`src/rtl/fifo_ram_ctrl_if.sv`:
```
// Push/pop valid-ready handshake bundle for the FIFO RAM controller.
// master: datapath side (drives push, consumes pop). slave: controller side.
interface fifo_ram_ctrl_if #(
    parameter int DATA_WIDTH = 8
);
    logic                  push_valid;
    logic                  push_ready;
    logic [DATA_WIDTH-1:0] push_data;
    logic                  pop_valid;
    logic                  pop_ready;
    logic [DATA_WIDTH-1:0] pop_data;

    modport master (
        output push_valid,
        output push_data,
        output pop_ready,
        input  push_ready,
        input  pop_valid,
        input  pop_data
    );

    modport slave (
        input  push_valid,
        input  push_data,
        input  pop_ready,
        output push_ready,
        output pop_valid,
        output pop_data
    );
endinterface

```
`src/rtl/fifo_ram_ctrl.sv`:
```
// FIFO controller for a dual-port RAM with a registered show-ahead output stage.
// Ports: i_clk, i_reset_n (async low), i_flush, io_fifo (push/pop handshake),
//   o_count/o_full/o_empty, RAM port 0 (write) o_address_0/o_chip_enable_0/
//   o_write_read_0/o_data_0, RAM port 1 (read) o_address_1/o_chip_enable_1/
//   o_write_read_1/i_data_1.
// Option FIFO_CTRL_ALMOST_EN adds registered o_almost_full/o_almost_empty.
module fifo_ram_ctrl #(
    parameter int DATA_WIDTH = 8,
    parameter int ADDR_WIDTH = 8
`ifdef FIFO_CTRL_ALMOST_EN
    ,
    parameter int AF_LEVEL = (2 ** ADDR_WIDTH) - 2,
    parameter int AE_LEVEL = 2
`endif
) (
    input  logic                  i_clk,
    input  logic                  i_reset_n,
    input  logic                  i_flush,
    fifo_ram_ctrl_if.slave        io_fifo,
    output logic [ADDR_WIDTH:0]   o_count,
    output logic                  o_full,
    output logic                  o_empty,
    output logic [ADDR_WIDTH-1:0] o_address_0,
    output logic                  o_chip_enable_0,
    output logic                  o_write_read_0,
    output logic [DATA_WIDTH-1:0] o_data_0,
    output logic [ADDR_WIDTH-1:0] o_address_1,
    output logic                  o_chip_enable_1,
    output logic                  o_write_read_1,
    input  logic [DATA_WIDTH-1:0] i_data_1
`ifdef FIFO_CTRL_ALMOST_EN
    ,
    output logic                  o_almost_full,
    output logic                  o_almost_empty
`endif
);

    localparam logic [ADDR_WIDTH:0] DEPTH = (ADDR_WIDTH + 1)'(2 ** ADDR_WIDTH);

    typedef enum logic {
        OUT_EMPTY = 1'b0,
        OUT_FULL  = 1'b1
    } out_state_t;

    out_state_t            r_state;
    out_state_t            w_state_nxt;
    logic [ADDR_WIDTH-1:0] r_wr_ptr;
    logic [ADDR_WIDTH-1:0] r_rd_ptr;
    logic [ADDR_WIDTH:0]   r_ram_cnt;
    logic [ADDR_WIDTH:0]   w_ram_cnt_nxt;
    logic [DATA_WIDTH-1:0] r_pop_data;

    logic w_ram_nz;
    logic w_full;
    logic w_push_ready;
    logic w_wr_en;
    logic w_pop_valid;
    logic w_pop_fire;
    logic w_load;

    // Read side only trusts the registered RAM count, so a word written
    // this cycle is never read before the next one.
    assign w_ram_nz     = (r_ram_cnt != '0);
    assign w_full       = (r_ram_cnt == DEPTH);
    assign w_push_ready = !w_full;
    assign w_pop_valid  = (r_state == OUT_FULL);
    assign w_pop_fire   = w_pop_valid && io_fifo.pop_ready;

    // Write strobe is killed by flush and while reset is held.
    assign w_wr_en = io_fifo.push_valid && w_push_ready
                     && !i_flush && i_reset_n;

    always_comb begin
        w_state_nxt = r_state;
        w_load      = w_ram_nz && (!w_pop_valid || io_fifo.pop_ready);
        unique case (r_state)
            OUT_EMPTY: begin
                if (w_load) w_state_nxt = OUT_FULL;
            end
            OUT_FULL: begin
                if (w_pop_fire && !w_load) w_state_nxt = OUT_EMPTY;
            end
            default: w_state_nxt = OUT_EMPTY;
        endcase
        if (i_flush) begin
            w_state_nxt = OUT_EMPTY;
            w_load      = 1'b0;
        end
    end

    always_comb begin
        w_ram_cnt_nxt = r_ram_cnt
                        + (ADDR_WIDTH + 1)'(w_wr_en)
                        - (ADDR_WIDTH + 1)'(w_load);
        if (i_flush) w_ram_cnt_nxt = '0;
    end

    always_ff @(posedge i_clk or negedge i_reset_n) begin
        if (!i_reset_n) begin
            r_state <= OUT_EMPTY;
        end else begin
            r_state <= w_state_nxt;
        end
    end

    always_ff @(posedge i_clk or negedge i_reset_n) begin
        if (!i_reset_n) begin
            r_wr_ptr   <= '0;
            r_rd_ptr   <= '0;
            r_ram_cnt  <= '0;
            r_pop_data <= '0;
        end else if (i_flush) begin
            r_wr_ptr   <= '0;
            r_rd_ptr   <= '0;
            r_ram_cnt  <= '0;
            r_pop_data <= '0;
        end else begin
            r_wr_ptr  <= r_wr_ptr + ADDR_WIDTH'(w_wr_en);
            r_rd_ptr  <= r_rd_ptr + ADDR_WIDTH'(w_load);
            r_ram_cnt <= w_ram_cnt_nxt;
            if (w_load) r_pop_data <= i_data_1;
        end
    end

`ifdef FIFO_CTRL_ALMOST_EN
    localparam logic [ADDR_WIDTH:0] AF_L = (ADDR_WIDTH + 1)'(AF_LEVEL);
    localparam logic [ADDR_WIDTH:0] AE_L = (ADDR_WIDTH + 1)'(AE_LEVEL);

    logic [ADDR_WIDTH:0] w_count_nxt;
    logic                r_almost_full;
    logic                r_almost_empty;

    assign w_count_nxt = w_ram_cnt_nxt
                         + (ADDR_WIDTH + 1)'(w_state_nxt == OUT_FULL);

    always_ff @(posedge i_clk or negedge i_reset_n) begin
        if (!i_reset_n) begin
            r_almost_full  <= 1'b0;
            r_almost_empty <= 1'b1;
        end else begin
            r_almost_full  <= (w_count_nxt >= AF_L);
            r_almost_empty <= (w_count_nxt <= AE_L);
        end
    end

    assign o_almost_full  = r_almost_full;
    assign o_almost_empty = r_almost_empty;
`endif

    assign io_fifo.push_ready = w_push_ready;
    assign io_fifo.pop_valid  = w_pop_valid;
    assign io_fifo.pop_data   = r_pop_data;

    assign o_count = r_ram_cnt + (ADDR_WIDTH + 1)'(w_pop_valid);
    assign o_full  = w_full;
    assign o_empty = (o_count == '0);

    assign o_address_0     = r_wr_ptr;
    assign o_chip_enable_0 = w_wr_en;
    assign o_write_read_0  = w_wr_en;
    assign o_data_0        = io_fifo.push_data;

    assign o_address_1     = r_rd_ptr;
    assign o_chip_enable_1 = w_ram_nz;
    assign o_write_read_1  = 1'b0;

endmodule
```
`src/flat_wrapper.sv`:
```
// flat-port wrapper written by rule: the top's interface ports become plain ports
module fifo_ram_ctrl_flat 
#(
    parameter int DATA_WIDTH = 8,
    parameter int ADDR_WIDTH = 8

)
  (i_clk, i_reset_n, i_flush, o_count, o_full, o_empty, o_address_0, o_chip_enable_0, o_write_read_0, o_data_0, o_address_1, o_chip_enable_1, o_write_read_1, i_data_1, io_fifo_push_valid, io_fifo_push_data, io_fifo_pop_ready, io_fifo_push_ready, io_fifo_pop_valid, io_fifo_pop_data);
  fifo_ram_ctrl_if #(.DATA_WIDTH(DATA_WIDTH)) io_fifo_i ();
  input  logic i_clk;
  input  logic i_reset_n;
  input  logic i_flush;
  output logic [ADDR_WIDTH:0] o_count;
  output logic o_full;
  output logic o_empty;
  output logic [ADDR_WIDTH-1:0] o_address_0;
  output logic o_chip_enable_0;
  output logic o_write_read_0;
  output logic [DATA_WIDTH-1:0] o_data_0;
  output logic [ADDR_WIDTH-1:0] o_address_1;
  output logic o_chip_enable_1;
  output logic o_write_read_1;
  input  logic [DATA_WIDTH-1:0] i_data_1;
  input wire logic [$bits(io_fifo_i.push_valid)-1:0] io_fifo_push_valid;
  input wire logic [$bits(io_fifo_i.push_data)-1:0] io_fifo_push_data;
  input wire logic [$bits(io_fifo_i.pop_ready)-1:0] io_fifo_pop_ready;
  output wire logic [$bits(io_fifo_i.push_ready)-1:0] io_fifo_push_ready;
  output wire logic [$bits(io_fifo_i.pop_valid)-1:0] io_fifo_pop_valid;
  output wire logic [$bits(io_fifo_i.pop_data)-1:0] io_fifo_pop_data;
  assign io_fifo_i.push_valid = io_fifo_push_valid;
  assign io_fifo_i.push_data = io_fifo_push_data;
  assign io_fifo_i.pop_ready = io_fifo_pop_ready;
  assign io_fifo_push_ready = io_fifo_i.push_ready;
  assign io_fifo_pop_valid = io_fifo_i.pop_valid;
  assign io_fifo_pop_data = io_fifo_i.pop_data;
  fifo_ram_ctrl #(.DATA_WIDTH(DATA_WIDTH), .ADDR_WIDTH(ADDR_WIDTH)) u_core (.i_clk(i_clk), .i_reset_n(i_reset_n), .i_flush(i_flush), .io_fifo(io_fifo_i), .o_count(o_count), .o_full(o_full), .o_empty(o_empty), .o_address_0(o_address_0), .o_chip_enable_0(o_chip_enable_0), .o_write_read_0(o_write_read_0), .o_data_0(o_data_0), .o_address_1(o_address_1), .o_chip_enable_1(o_chip_enable_1), .o_write_read_1(o_write_read_1), .i_data_1(i_data_1));
endmodule
```
`config.mk`:
```
export PLATFORM = sky130hd
export DESIGN_NAME = fifo_ram_ctrl_flat
export DESIGN_NICKNAME = d
export VERILOG_FILES = /design/src/rtl/fifo_ram_ctrl_if.sv /design/src/rtl/fifo_ram_ctrl.sv /design/src/flat_wrapper.sv
export SDC_FILE = /design/constraint.sdc
export NUM_CORES = 1
export LEC_CHECK = 0
export ABC_AREA = 1
export BUFFER_PORTS_ARGS = -buffer_cell sky130_fd_sc_hd__buf_2
export CELL_PAD_IN_SITES_DETAIL_PLACEMENT = 0
export CELL_PAD_IN_SITES_GLOBAL_PLACEMENT = 2
export CORE_MARGIN = 3
export CORE_UTILIZATION = 31
export DETAILED_ROUTE_END_ITERATION = 10
export PLACE_DENSITY = 0.94
export SLEW_MARGIN = 20
export SYNTH_ARGS = -nofsm -noshare
export SYNTH_HDL_FRONTEND = slang
export SYNTH_SLANG_ARGS = --single-unit
```
`constraint.sdc`:
```
create_clock -name i_clk -period 4 [get_ports i_clk]
set_clock_uncertainty 0.15 [all_clocks]
set_input_delay 1 -clock i_clk [delete_from_list [all_inputs] [get_ports i_clk]]
set_output_delay 1 -clock i_clk [all_outputs]
set_load 0.03 [all_outputs]
```
==> run metrics, run 1 <==
status finished clean; Synth area leaders dfrtp_1, ha_1, nand2_1; Static Leak 1.53 nW; RePlAce Congestion 0.802; Max Cap Violations 0; Via density 4.28; Reg2Reg Capture Point u_core.r_ram_cnt[6]$_DFF_PN0_; Total GRT Usage 11.6%; cts hold-fix bufs 0; pwr/cell area 624 mW/mm^2; synthesized cell area 0.00223 sq mm; # clock sinks 34; Startpoint Class flop; maximum number of pins on one net before global-route repair 35; Final Cycle Share 76.6%; Syn Inst Count 282; cts repair resizes 0; fin util approximately two fifths; Max VDD drop 0.189 mV; Area Overhead vs Synth 18.3%; die area 0.00823 sq mm; FMAX ~330 MHz; Post-Syn Nets 328; sequential power share roughly 29%; initial antenna violation count 0; Worst R2R Path Depth 18; Die X 90.7 um; Hold Path Stages 1; Avg WL per Cell 11.0 um; Overflow after GRT 0; switching power 0.766 mW; Worst EP required 2.85 ns; crit path capture type primary output; R2R Setup Slk 0.98 ns; Worst Path Arrival 1.91 ns; number of DRC markers in iteration 0 slightly below 70; Vias around 1800; vias in the first global route 1810; top cell type's share of synthesized area 38.2%; first-pass GRT wire length 7970 um; Final TNS setup 0 ns; fin crit period slightly above 3 ns; # nets final 376; Distinct cells, synth 25; port bufs between 50 and 60; Post CTS Setup Buffer Count 0; critical path class reg -> out; Starting Density 32.4%; endpoints failing setup 0; antenna violation net count after detailed routing 0; class of the worst hold path reg -> reg; Slew Limit Fails 0; Worst Hold Endpoint u_core.o_address_0[2]$_DFF_PN0_; CTS Buf Count 5; RSZ-0062 raised after global routing false; Seq/Total Area, Yosys 38.2%; clock root cell clkbuf_8; TritonCTS clock tree built; Hold Fails Final Rpt 0; combinational share of power 52.1%; filler instances 731; #FFs+latches synth 34; clk buf depth 2; crit-path max FO 3; n_diodes 0; Hold Path Origin u_core.o_address_0[2]$_DFF_PN0_; Sw Ratio 46.6%; yosys warns 0; commonest non-fill, non-tap cell in the layout nand2_1; worst r2r src u_core.r_ram_cnt[3]$_DFF_PN0_; Storage cell area 851 sq um; Rows 30; Yosys top cell by area dfrtp_1; DRC violations left 0; drt first pass iters 4; area of the multi-input gates 0.00110 sq mm; most frequent cells in the layout nand2_1, buf_2, inv_1; die height 90.7 um; post-DP HPWL ~3600 um; core area 0.00687 sq mm; Clock Power Share 19.1%; Pint 0.877 mW; H-tree depth 2; Post-Route WL roughly 4700 um; layout cells sized above 1 20.5%; Clk Latency, worst-skew pair 0.28 ns; syn avg cell area about 7.9 sq um; clk slew on worst S/H paths around 0.070 ns; I/O pin count 70
[worst max path at each step]
| stage | startpoint | to | slack (ns) | cells past startpoint |
|---|---|---|---|---|
| final | u_core.r_ram_cnt[0]$_DFF_PN0_ | o_empty | 0.94 | 9 |
| after global routing | u_core.r_ram_cnt[0]$_DFF_PN0_ | o_empty | 0.74 | 9 |
| after CTS | u_core.r_ram_cnt[0]$_DFF_PN0_ | o_empty | 0.89 | 9 |
| after detailed placement | io_fifo_pop_ready | u_core.r_ram_cnt[8]$_DFF_PN0_ | 0.71 | 15 |
| after global placement | io_fifo_pop_ready | u_core.r_ram_cnt[8]$_DFF_PN0_ | 0.79 | 15 |
| after floorplan | u_core.io_fifo.pop_valid$_DFF_PN0_ | o_empty | 0.90 | 8 |
[sequential cells by signal, indices dropped and copies added, names as in the netlist]
signal / count
u_core.io_fifo.pop_data: 8
u_core.r_ram_cnt: 9
u_core.io_fifo.pop_valid: 1
u_core.o_address_0: 8
u_core.o_address_1: 8
[cell families (layout without fill, tap and decap cells)]
| group | after synthesis | count (layout) | share of synthesized area (%) |
|---|---|---|---|
| other cells | 1 | 1 | 0.168 |
| flops | 34 | 34 | 38.2 |
| xor+xnor | 8 | 8 | 3.15 |
| fa+ha+maj | 25 | 25 | 14.4 |
| compound gates | 28 | 28 | 6.41 |
| simple gates | 126 | 126 | 25.5 |
| buf+inv | 60 | 109 | 12.2 |
[per-stage QoR]
step | total power [mW] | cell area [sq um] | instances | hold slack, ns | worst slack [ns]
after detailed placement | 1.34 | 2530 | 419 | 0.349 | 0.707
after floorplan | 1.15 | 2230 | 282 | 0.476 | 0.899
after global placement | 1.34 | 2530 | 419 | 0.349 | 0.786
final | 1.64 | 2630 | 427 | 0.368 | 0.936
after global routing | 1.80 | 2630 | 427 | 0.398 | 0.743
after CTS | 1.66 | 2630 | 427 | 0.372 | 0.890
[worst max-delay path, cell delays in order (launching register included)]
cell	delay, ns
dfrtp_1	0.42
ha_1	0.21
ha_1	0.20
nand2_1	0.13
xor2_1	0.19
nand2_1	0.08
nor2_1	0.09
nand2_1	0.05
nor2_1	0.07
buf_2	0.19
[power groups by stage]
stage,registers [mW],clock network (mW),logic (mW)
6_report,0.473,0.314,0.857
3_3_place_gp,0.482,0,0.854
4_1_cts,0.474,0.323,0.866
5_1_grt,0.485,0.337,0.977
3_5_place_dp,0.481,0,0.860
2_1_floorplan,0.501,0,0.649
[cell type report]
cell class,instances,area share (%)
Clock inverter,1,1.14
Timing Repair Buffer,54,10.5
Sequential cell,34,32.3
Clock buffer,7,2.90
Multi-Input combinational cell,188,41.9
Tap cell,96,4.56
Inverter,47,6.70
[routing by layer]
metal	share of wire (%)	global-route usage, %	up-vias
met1	52	15.7	826
li1	-	-	963
met5	0	0	-
met4	0	2.68	0
met2	44	18.7	37
met3	4.7	2.67	0
[synth_stat cells]
| cell | number |
|---|---|
| a21oi_1 | 15 |
| buf_2 | 1 |
| buf_4 | 12 |
| conb_1 | 1 |
| dfrtp_1 | 34 |
| fa_1 | 1 |
| ha_1 | 24 |
| inv_1 | 46 |
| inv_2 | 1 |
| nand2_1 | 61 |
| nand2_4 | 1 |
| nand3_1 | 22 |
| nand3b_4 | 1 |
| nand4_1 | 1 |
| nor2_1 | 32 |
| nor2_2 | 1 |
| nor2_8 | 1 |
| nor2b_2 | 1 |
| nor3_1 | 3 |
| nor3_2 | 2 |
| o21ai_0 | 11 |
| o21ai_1 | 1 |
| o21bai_1 | 1 |
| xnor2_1 | 1 |
| xor2_1 | 7 |
Note: power is estimated with default switching activity, not from simulation.
==> run 2, diff against run 1 <==
- CORE_UTILIZATION: 31 -> 26
- PLACE_DENSITY: 0.94 -> 0.85
- clock period: 4 -> 2.66 ns (I/O delays scaled with it)
==> run metrics, run 2 (synthesized netlist as in run 1, its figures left out) <==
status finished clean; fin crit period 2.56 ns; H-tree depth 2 (unchanged); Slew Limit Fails 0 (unchanged); Post-Route WL 5510 um (+17%); commonest non-fill, non-tap cell in the layout nand2_1; crit path capture type primary output; endpoints failing setup 0 (unchanged); Clock Power Share 15.4% (-3.7 points); Max Cap Violations 0 (unchanged); number of DRC markers in iteration 0 48 (-29%); crit-path cells buf_4, ha_1, nand2_2, nor2_2, nand2_1, xor2_2, nand2_1, nor2_2, buf_6; grt met3 use 3.75% (+1.1 points); port bufs 52 (unchanged); Fin Hold WS 0.321 ns (-0.0476 ns); post-DP HPWL 4110 um (+14%); pwr/cell area 970 mW/mm^2 (+55%); delay of the slowest cell on the worst path 0.39 ns (-0.03 ns); register name with the most flops u_core.r_ram_cnt; antenna violation net count after detailed routing 0 (unchanged); # clock sinks 34 (unchanged); Final WS setup 0.0962 ns (-0.839 ns); met2 usage 18.9% (+0.28 points); Worst EP required 1.85 ns (-1.00 ns); Starting Density 27.0% (-5.4 points); maximum number of pins on one net before global-route repair 35 (unchanged); Storage cell area 853 sq um (+0.29%); vias in the first global route 1920 (+6.1%); initial antenna violation count 0 (unchanged); most frequent cells in the layout nand2_1, buf_2, inv_1; Die X 98.5 um (+8.6%); met1 usage 14.1% (-1.6 points); combinational share of power 61.1% (+9.0 points); n_diodes 0 (unchanged); area of the multi-input gates 0.00132 sq mm (+20%); sequential power share 23.5% (-5.3 points); switching power 1.36 mW (+78%); critical path class reg -> out; Vias 1973 (+8.1%); Slowest-stage cell, CP dfrtp_1; die area 0.00971 sq mm (+18%); TritonCTS clock tree built; DRC violations left 0 (unchanged); Avg WL per Cell 12.0 um (+8.7%); class of the worst hold path in -> async; grt peak-use layer met2; CTS Buf Count 5 (unchanged); pre-CTS setup slack -0.0208 ns (-0.728 ns); Worst path top cell family by delay simple AND/OR/NAND/NOR gates; Startpoint Class flop; RePlAce Congestion 0.791 (-1.3%); I/O pin count 70 (unchanged); layout cells sized above 1 37.2% (+17 points); Rows 33 (+10%); clk slew on worst S/H paths 0.07 ns (about the same); Max VDD drop 0.367 mV (+94%); filler instances 873 (+19%); Clk Latency, worst-skew pair 0.28 ns (about the same); Total GRT Usage 11.3% (-0.22 points); die height 98.5 um (+8.6%); FMAX 390 MHz; Hold Fails Final Rpt 0 (unchanged); Final Cycle Share a little over nine tenths; drt first pass iters 4 (unchanged); Area Overhead vs Synth 37.2%; Buf/Inv on CP 2 (+1); clk buf depth 2 (unchanged); RSZ-0062 raised after global routing true; max reg flops 9 (unchanged); crit-path max FO 4 (+1); Static Leak 1.69 nW (+11%); Sw Ratio 46.0% (-0.59 points); Worst Path Arrival 1.75 ns (-0.16 ns); first-pass GRT wire length 9050 um (+14%); # nets final 400 (+6.4%); Pint 1.60 mW (+82%); core area 0.00826 sq mm (+20%); Via density 4.29 (+0.30%); clock root cell clkbuf_8; Overflow after GRT 0 (unchanged)
-- run 2: changes by cell type in the layout (fill, tap and decap cells not counted), moves of 6 or more --
cell,change
buf_4,+24
ha_1,-8
ha_4,+7
inv_1,-8
inv_2,+8
nand2_1,-6
-- run 2: final timing paths --
path / from / to / slack [ns] / cells past startpoint
worst max-delay path: u_core.r_ram_cnt[2]$_DFF_PN0_ / o_empty / 0.1 / 9
worst min-delay path: i_reset_n / u_core.io_fifo.pop_data[2]$_DFFE_PN0P_ / 0.32 / 2
worst max register to register: u_core.r_ram_cnt[6]$_DFF_PN0_ / u_core.r_ram_cnt[6]$_DFF_PN0_ / 0.13 / 18
worst min register to register: u_core.io_fifo.pop_data[7]$_DFFE_PN0P_ / u_core.io_fifo.pop_data[7]$_DFFE_PN0P_ / 0.36 / 2
max in group asynchronous: i_reset_n / u_core.r_ram_cnt[0]$_DFF_PN0_ / 1.71 / 2
min in group i_clk: u_core.io_fifo.pop_data[7]$_DFFE_PN0P_ / u_core.io_fifo.pop_data[7]$_DFFE_PN0P_ / 0.36 / 2
-- run 2: power by group through the flow --
stage	registers (mW)	clock network, mW	logic, mW
CTS	0.681	0.470	1.58
finish	0.695	0.456	1.81
floorplan	0.764	0	1.05
detailed placement	0.693	0	1.53
global placement	0.690	0	1.51
global route	0.707	0.490	2.04
-- run 2: routing by layer --
metal | up-vias | wire, um
met2 | 54 | 2550
li1 | 1011 | -
met5 | - | 0
met1 | 902 | 2500
met4 | 0 | 57
met3 | 6 | 402
-- run 2: timing repair --
item,CTS,global route
gates resized for setup,5,32
endpoints found under the setup margin,2,6
pin swaps,1,14
hold buffers,0,0
buffers inserted,4,9
hold endpoints to repair,0,0
-- run 2: layout make-up --
type                       instances  area share [%]
multi-input combinational        188            43.2
sequential                        34            28.0
timing repair buffer              78            15.1
inverter                          47            5.78
tap                              105            4.30
clock buffer                       8            3.61
-- run 2: per-stage QoR --
step	cells	area [sq um]	TNS, ns	power (mW)	util (%)
6_report	460	3050	0	2.96	37.0
4_1_cts	451	2840	0	2.73	34.4
3_3_place_gp	439	2690	0	2.20	32.6
3_5_place_dp	439	2690	-0.0379	2.22	32.6
5_1_grt	460	3050	-0.0263	3.23	37.0
2_1_floorplan	282	2300	-0.0440	1.82	-
